$ cat config.mk
export PLATFORM = sky130hd
export DESIGN_NAME = fetch_unit
export DESIGN_NICKNAME = d
export VERILOG_FILES = /design/src/rtl/fetch_unit.sv
export SDC_FILE = /design/constraint.sdc
export NUM_CORES = 1
export LEC_CHECK = 0
export BUFFER_PORTS_ARGS = -buffer_cell sky130_fd_sc_hd__buf_2
export CAP_MARGIN = 10
export CORE_ASPECT_RATIO = 1.5
export CORE_MARGIN = 4
export CORE_UTILIZATION = 39
export DETAILED_ROUTE_END_ITERATION = 8
export PLACE_DENSITY = 0.66
export SLEW_MARGIN = 40
export SYNTH_ARGS = -nofsm -noshare
export SYNTH_HDL_FRONTEND = slang
export SYNTH_SLANG_ARGS = --single-unit
$ cat constraint.sdc
create_clock -name clk -period 2.1 [get_ports clk]
set_input_delay 0.105 -clock clk [delete_from_list [all_inputs] [get_ports clk]]
set_output_delay 0.105 -clock clk [all_outputs]
set_load 0.1 [all_outputs]
$ cat src/rtl/fetch_unit.sv
// fetch_unit: fetches one- or two-word instructions over a request/valid memory port and issues
// them one at a time. Define FETCH_ILLEGAL_TRAP_EN to add the sticky illegal_op output.
module fetch_unit #(
   parameter int unsigned ADDR_W   = 16,
   parameter int unsigned RESET_PC = 0
) (
   input  logic              clk,
   input  logic              reset,
   output logic              imem_req,
   output logic [ADDR_W-1:0] imem_addr,
   input  logic [15:0]       imem_rdata,
   input  logic              imem_valid,
   input  logic              stall,
   input  logic              redirect,
   input  logic [ADDR_W-1:0] redirect_pc,
   output logic [6:0]        opcode,
   output logic [8:0]        operands,
   output logic [15:0]       imm,
   output logic              inst_valid,
   output logic [ADDR_W-1:0] pc_out,
   output logic              halted
`ifdef FETCH_ILLEGAL_TRAP_EN
   ,output logic             illegal_op
`endif
);

   localparam logic [6:0] OpIadd = 7'b0100000;
   localparam logic [6:0] OpLdm  = 7'b0110101;
   localparam logic [6:0] OpLdd  = 7'b0100010;
   localparam logic [6:0] OpHlt  = 7'b1100001;

   typedef enum logic [2:0] {
      StFetchOp, StWaitOp, StFetchImm, StWaitImm, StIssue, StHalted
   } state_e;

   state_e            state_q, state_d;
   logic [ADDR_W-1:0] pc_q;
   logic [ADDR_W-1:0] pc_out_q;
   logic [6:0]        opcode_q;
   logic [8:0]        operands_q;
   logic [15:0]       imm_q;
   logic              discard_q;
   logic              take;
   logic              two_word;

   // A response is only consumed when it is not owed to a request abandoned by redirect.
   assign take     = imem_valid && !discard_q;
   assign two_word = imem_rdata[15:9] inside {OpIadd, OpLdm, OpLdd};

`ifdef FETCH_ILLEGAL_TRAP_EN
   localparam logic [6:0] OpNop = 7'b1101000;
   logic illegal_q;
   logic legal;
   assign legal = imem_rdata[15:9] inside {
      7'b0000001, 7'b0000010, 7'b0000011, 7'b0000100, 7'b0000101, 7'b0000110, OpIadd,
      OpLdd, 7'b0100011, OpLdm, 7'b0110110, 7'b1000000, OpHlt, OpNop};
   assign illegal_op = illegal_q;
`endif

   always_ff @(posedge clk) begin
      if (reset) begin
         state_q <= StFetchOp;
      end else begin
         state_q <= state_d;
      end
   end

   always_comb begin
      state_d = state_q;
      if (redirect) begin
         state_d = StFetchOp;
      end else begin
         unique case (state_q)
            StFetchOp:  state_d = StWaitOp;
            StWaitOp:   if (take) state_d = two_word ? StFetchImm : StIssue;
            StFetchImm: state_d = StWaitImm;
            StWaitImm:  if (take) state_d = StIssue;
            StIssue:    if (!stall) state_d = (opcode_q == OpHlt) ? StHalted : StFetchOp;
            StHalted:   state_d = StHalted;
            default:    state_d = StFetchOp;
         endcase
      end
   end

   always_comb begin
      imem_req   = 1'b0;
      inst_valid = 1'b0;
      halted     = 1'b0;
      unique case (state_q)
         StFetchOp, StFetchImm: imem_req = !reset && !redirect;
         StIssue:               inst_valid = 1'b1;
         StHalted:              halted = 1'b1;
         default: ;
      endcase
   end

   always_ff @(posedge clk) begin
      if (reset) begin
         pc_q       <= ADDR_W'(RESET_PC);
         pc_out_q   <= '0;
         opcode_q   <= '0;
         operands_q <= '0;
         imm_q      <= '0;
         discard_q  <= 1'b0;
`ifdef FETCH_ILLEGAL_TRAP_EN
         illegal_q  <= 1'b0;
`endif
      end else begin
         if (imem_valid && discard_q) begin
            discard_q <= 1'b0;
         end
         if (redirect) begin
            pc_q <= redirect_pc;
            // The request in flight is still owed unless its response is arriving right now.
            if (state_q inside {StWaitOp, StWaitImm}) begin
               discard_q <= !take;
            end
         end else begin
            unique case (state_q)
               StFetchOp: pc_out_q <= pc_q;
               StWaitOp: begin
                  if (take) begin
                     pc_q <= pc_q + ADDR_W'(1);
`ifdef FETCH_ILLEGAL_TRAP_EN
                     if (legal) begin
                        opcode_q   <= imem_rdata[15:9];
                        operands_q <= imem_rdata[8:0];
                     end else begin
                        opcode_q   <= OpNop;
                        operands_q <= '0;
                        illegal_q  <= 1'b1;
                     end
`else
                     opcode_q   <= imem_rdata[15:9];
                     operands_q <= imem_rdata[8:0];
`endif
                     if (!two_word) begin
                        imm_q <= '0;
                     end
                  end
               end
               StWaitImm: begin
                  if (take) begin
                     pc_q  <= pc_q + ADDR_W'(1);
                     imm_q <= imem_rdata;
                  end
               end
               default: ;
            endcase
         end
      end
   end

   assign imem_addr = pc_q;
   assign opcode    = opcode_q;
   assign operands  = operands_q;
   assign imm       = imm_q;
   assign pc_out    = pc_out_q;

endmodule

# Word-level counts from Yosys, hierarchy flattened
# Cells that the tools add are included.
# W data, S select, Z words.
op_classes:
  n_addsub: 1
  eq_ne: 13
  mux: 19
  bitwise: 1
  n_reduce_logical: 20
ops:
  columns: ["operator", "count"]
  rows:
  - ["$mux W16", 6]
  - ["$pmux W16 S2", 1]
  - ["$eq A7 B6 Y1 const B", 3]
  - ["$pmux W3 S6", 1]
  - ["$add A16 B1 Y16 const B", 1]
  - ["$mux W3", 5]
  - ["$ne A2 B2 Y1 const B", 4]
  - ["$eq A7 B7 Y1 const B", 1]
  - ["$eq A3 B2 Y1 const B", 2]
  - ["$eq A3 B3 Y1 const B", 2]
  - ["$mux W1", 6]
  - ["$reduce_and A3 Y1", 2]
  - ["$reduce_bool A2 Y1", 3]
  - ["$reduce_or A2 Y1", 3]
  - ["$reduce_and A5 Y1", 1]
  - ["$logic_not A1 Y1", 4]
  - ["$reduce_and A2 Y1", 2]
  - ["$eq A3 B1 Y1 const B", 1]
  - ["$logic_and A1 B1 Y1", 3]
  - ["$logic_not A3 Y1", 1]
  - ["$reduce_bool A3 Y1", 1]
  - ["$not A1 Y1", 1]
totals:
  register_bits: 68
  elab_cells: 61

# Logic depth before layout (Yosys ltp)
depth:
  depth_word: 5
  ltp_mapped: 6

# Worst setup path before layout
# No wires, ideal clock.
synth_timing:
  path_kind: "reg-to-output"
  from: "register state_q[0]"
  to: "output port imem_req"
  t_arrival_ns: 3.395
  required_time_ns: 1.995
  setup_slack_ns: -1.400
  path_stages_with_launch: 3
  path_buffers: 1
  path_cell_list: "dfxtp_1 buf_2 nor4_1"
synth_via:
  elab_chain_cells: 3
synth_lines:
  columns: ["item", "line", "source"]
  rows:
  - ["start: declaration", "36", "state_e state_q, state_d;"]
  - ["start signal: assignment", "62", "state_q <= StFetchOp;"]
  - ["start signal: assignment", "64", "state_q <= state_d;"]
  - ["$eq A3 B2 Y1 or $logic_not A3 Y1 (tied branches)", "89", "unique case (state_q)"]
  - ["$reduce_or A2 Y1 *", "89", null]
  - ["$mux W1 *", "89", null]
  - ["end: declaration", "9", "output logic imem_req,"]
# Mark *: on every way between the ends. The rest lies on a longest branch, timed or not.

# Worst setup path after layout
layout_timing:
  from: "register discard_q"
  to: "register pc_q[12], in the netlist imem_addr[12]"
layout_via:
  elab_chain_cells: 4
layout_lines:
  columns: ["item", "line", "source"]
  rows:
  - ["start: declaration", "42", "logic discard_q;"]
  - ["start signal: assignment", "116", "discard_q <= !take;"]
  - ["$logic_not A1 Y1", "47", "assign take = imem_valid && !discard_q;"]
  - ["$logic_and A1 B1 Y1", "47", null]
  - ["$reduce_bool A2 Y1 (no source line)", null, null]
  - ["$reduce_and A2 Y1 (no source line)", null, null]
  - ["end signal: assignment", "99", "pc_q <= ADDR_W'(RESET_PC);"]
  - ["end signal: assignment", "113", "pc_q <= redirect_pc;"]
  - ["end signal: assignment", "123", "pc_q <= pc_q + ADDR_W'(1);"]
  - ["end: declaration", "37", "logic [ADDR_W-1:0] pc_q;"]
# Every way passes these cells.
# A chain may end at the register's enable or synchronous reset.

==> impl_results.md <==
- Status: completed
- HP Start: imem_rdata[12]
- CTS tree: done
- Worst R2R Start: discard_q
- Port Buffers: 103
- Clock Path Buffers: 2
- Filler instances: 722
- First-pass GRT wire length: 12.5 mm
- Via/cell ratio: 5.16
- Syn-to-layout area delta: 30.7%
- CP endpoint kind: flip-flop
- Startpoint types: flip-flop
- Most common cell after layout, fill and taps aside: buf_2
- Post-Route WL: 7.62 mm
- Worst-path cell chain: and4bb_2, nand2_1, or4_1, a311oi_1
- Syn Area/Cell: 9.18 sq um
- Leakage power: 1.61 nW
- Least-Margin Pin Slew: 0.559 ns
- Die area: 8830 sq um
- CP Max Fanout: 13
- Largest net degree at the start of global routing: 30
- Total GRT Usage: 17.7%
- Final hold viol count: 0
- Clock buffer count from CTS: 9
- Slowest-stage cell, CP: or4_1
- 1st-iter DRT viols: 79
- Area of the core: 7230 sq um
- Vias in the first global route: 2727
- Synth unique cells: 50
- DR DRC count: 0
- Clk Latency, worst-skew pair: 0.34 ns
- Final Setup Violations: 0
- MaxCap Viol Count: 0
- DIE HEIGHT: 113 um
- Area of the multi-input gates: 1400 sq um
- Clk root buf: clkbuf_8
- Tmin final: 1.78 ns
- DR pass1 iterations: 4
- Starting Density: 39.8%
- Final Max Slew Viols: 0
- Vias post-DR: 2706
- Asr flop ratio synth: 0%
- Seq. cell area: 1370 sq um
- Synthesized cell area: 2870 sq um
- Peak supply drop: 0.000385 V
- Synth warn: 0
- Final #Nets: 460
- Cell Rows: 38
- GP Congestion: 0.789
- RSZ-0062 raised after global routing: no
- CP Launch Point: discard_q
- Overflow after GRT: 0
- Fmax: 562 MHz
- Ant diodes: 0
- Critical Path RT: 2.35 ns
- Synthesized instance count: 313
- Drt wl/cell: 14.5 um
- ANT nets after route: 0
- Top_reg_cell synth: dfxtp_1
- Die width: 78.1 um
- Most frequent cells in the layout: buf_2 (103), dfxtp_1 (58), nand2_1 (39), nor2_1 (33), a21oi_1 (18)
- Flops & latches, synth: 68
- Post-Synthesis Net Count: 351
- Clk_skew: 0.00878 ns
- Tcrit/Tclk final: 84.8%
- Antenna violations before repair: 0
- CP arrival: 2.03 ns
- Crit Path Category: reg -> reg
- CTS H-tree lvls: 3
- Sink Count: 68
- Pwr/cell area: 777 nW/um^2
- Worst-path clk slew: 0.07 ns
- Hold Path Class: in -> reg
- Fin util: 52.0%
- Number of flops mapped to enable cells by yosys: 0
- Worst slew margin: 62.7%
- Share of cells above drive strength 1: 34.0%
- Post-CTS setup buffers: 0
- Sequential fraction of the synthesis area: 47.4%
- I/O pins: 104
- Setup_tns: 0 ns
- CP peak stage delay: 0.48 ns
- Post-DP HPWL: 5.55 mm
cells by family after synthesis:
| kind of cell | after synthesis | share of synthesized area [%] |
|---|---|---|
| AO/OA/AOI/OAI | 67 | 16.6 |
| XOR/XNOR | 7 | 2.13 |
| adder cells (fa/ha/maj) | 1 | 0.435 |
| buffers and inverters | 28 | 4.40 |
| flip-flops | 68 | 47.4 |
| multiplexers | 17 | 5.92 |
| AND/OR/NAND/NOR | 125 | 23.1 |
registers in the layout, summed over array words and instances (netlist names):
signal and flops:
imem_addr 16, operands 9, opcode 7, pc_out 16, discard_q 1, state_q 3
imm 16
metal layers:
metal | wire length (um) | up-vias | share of wire, % | GRT usage, %
li1 | - | 1347 | - | -
met1 | 3260 | 1254 | 43 | 20.7
met2 | 3700 | 90 | 49 | 30.5
met3 | 507 | 15 | 6.7 | 3.98
met4 | 153 | 0 | 2.0 | 8.05
met5 | 0 | - | 0 | 0
timing repair:
| item | in CTS | in global routing |
|---|---|---|
| hold buffers | 9 | 0 |
| endpoints found under the hold margin | 9 | 0 |
| gates resized for setup | 0 | 0 |
area by class of cell:
cell class / count / share of cell area, %
tap: 100 / 3.33
clock buffer: 11 / 4.03
timing repair buffer: 121 / 17.9
sequential: 68 / 36.6
clock inverter: 2 / 0.333
inverter: 5 / 0.500
multi-input combinational: 217 / 37.3
where the power goes:
part	total (mW)	switching [mW]	internal, mW
Sequential	1.38	0.0466	1.34
Clock	0.934	0.463	0.471
Combinational	0.598	0.468	0.130
Total	2.92	0.977	1.94
Yosys cell counts, drive strengths merged, types with 2 or more instances:
cell / n / area [sq um]
a211oi: 9 / 67.6
a21oi: 18 / 90.1
a22o: 16 / 140
a311oi: 5 / 43.8
a31oi: 2 / 12.5
and2: 4 / 25.0
and3: 2 / 13.8
and4: 4 / 36.3
buf: 13 / 70.1
clkbuf: 10 / 37.5
dfxtp: 68 / 1360
inv: 5 / 18.8
mux2i: 17 / 170
nand2: 39 / 146
nand2b: 3 / 18.8
nand3: 10 / 50.1
nand4: 7 / 58.8
nor2: 33 / 124
nor2b: 3 / 18.8
nor3: 2 / 21.3
nor4: 4 / 31.3
o211ai: 2 / 15.0
o21ai: 6 / 30.0
o31a: 2 / 18.8
o31ai: 3 / 22.5
or3: 3 / 18.8
or4: 4 / 30.0
xor2: 6 / 52.6
per-stage QoR:
step / setup WS [ns] / cells / hold slack (ns) / area (sq um) / total power, mW
2_1_floorplan: 0.00355 / 313 / 0.238 / 2900 / 1.87
3_3_place_gp: 0.349 / 502 / 0.336 / 3500 / 2.00
3_5_place_dp: 0.313 / 502 / 0.342 / 3500 / 2.00
4_1_cts: 0.311 / 524 / 0.00705 / 3750 / 2.95
5_1_grt: 0.166 / 524 / 0.0293 / 3750 / 3.04
6_report: 0.319 / 524 / 0.0178 / 3750 / 2.92
critical path, delay by kind of cell (launching register included):
| kind | cells | cell delay [ns] |
|---|---|---|
| and+or+nand+nor | 3 | 1.11 |
| DFF | 1 | 0.33 |
| AOI/OAI and AO/OA | 1 | 0.26 |
worst paths after layout:
check,slack [ns],to,cells after the start
worst max-delay path,0.32,imem_addr[12],4
worst min-delay path,0.02,imm[12],2
worst max register to register,0.32,imem_addr[12],4
worst min register to register,0.45,pc_out[4],2
(Power assumes the default switching activity.)
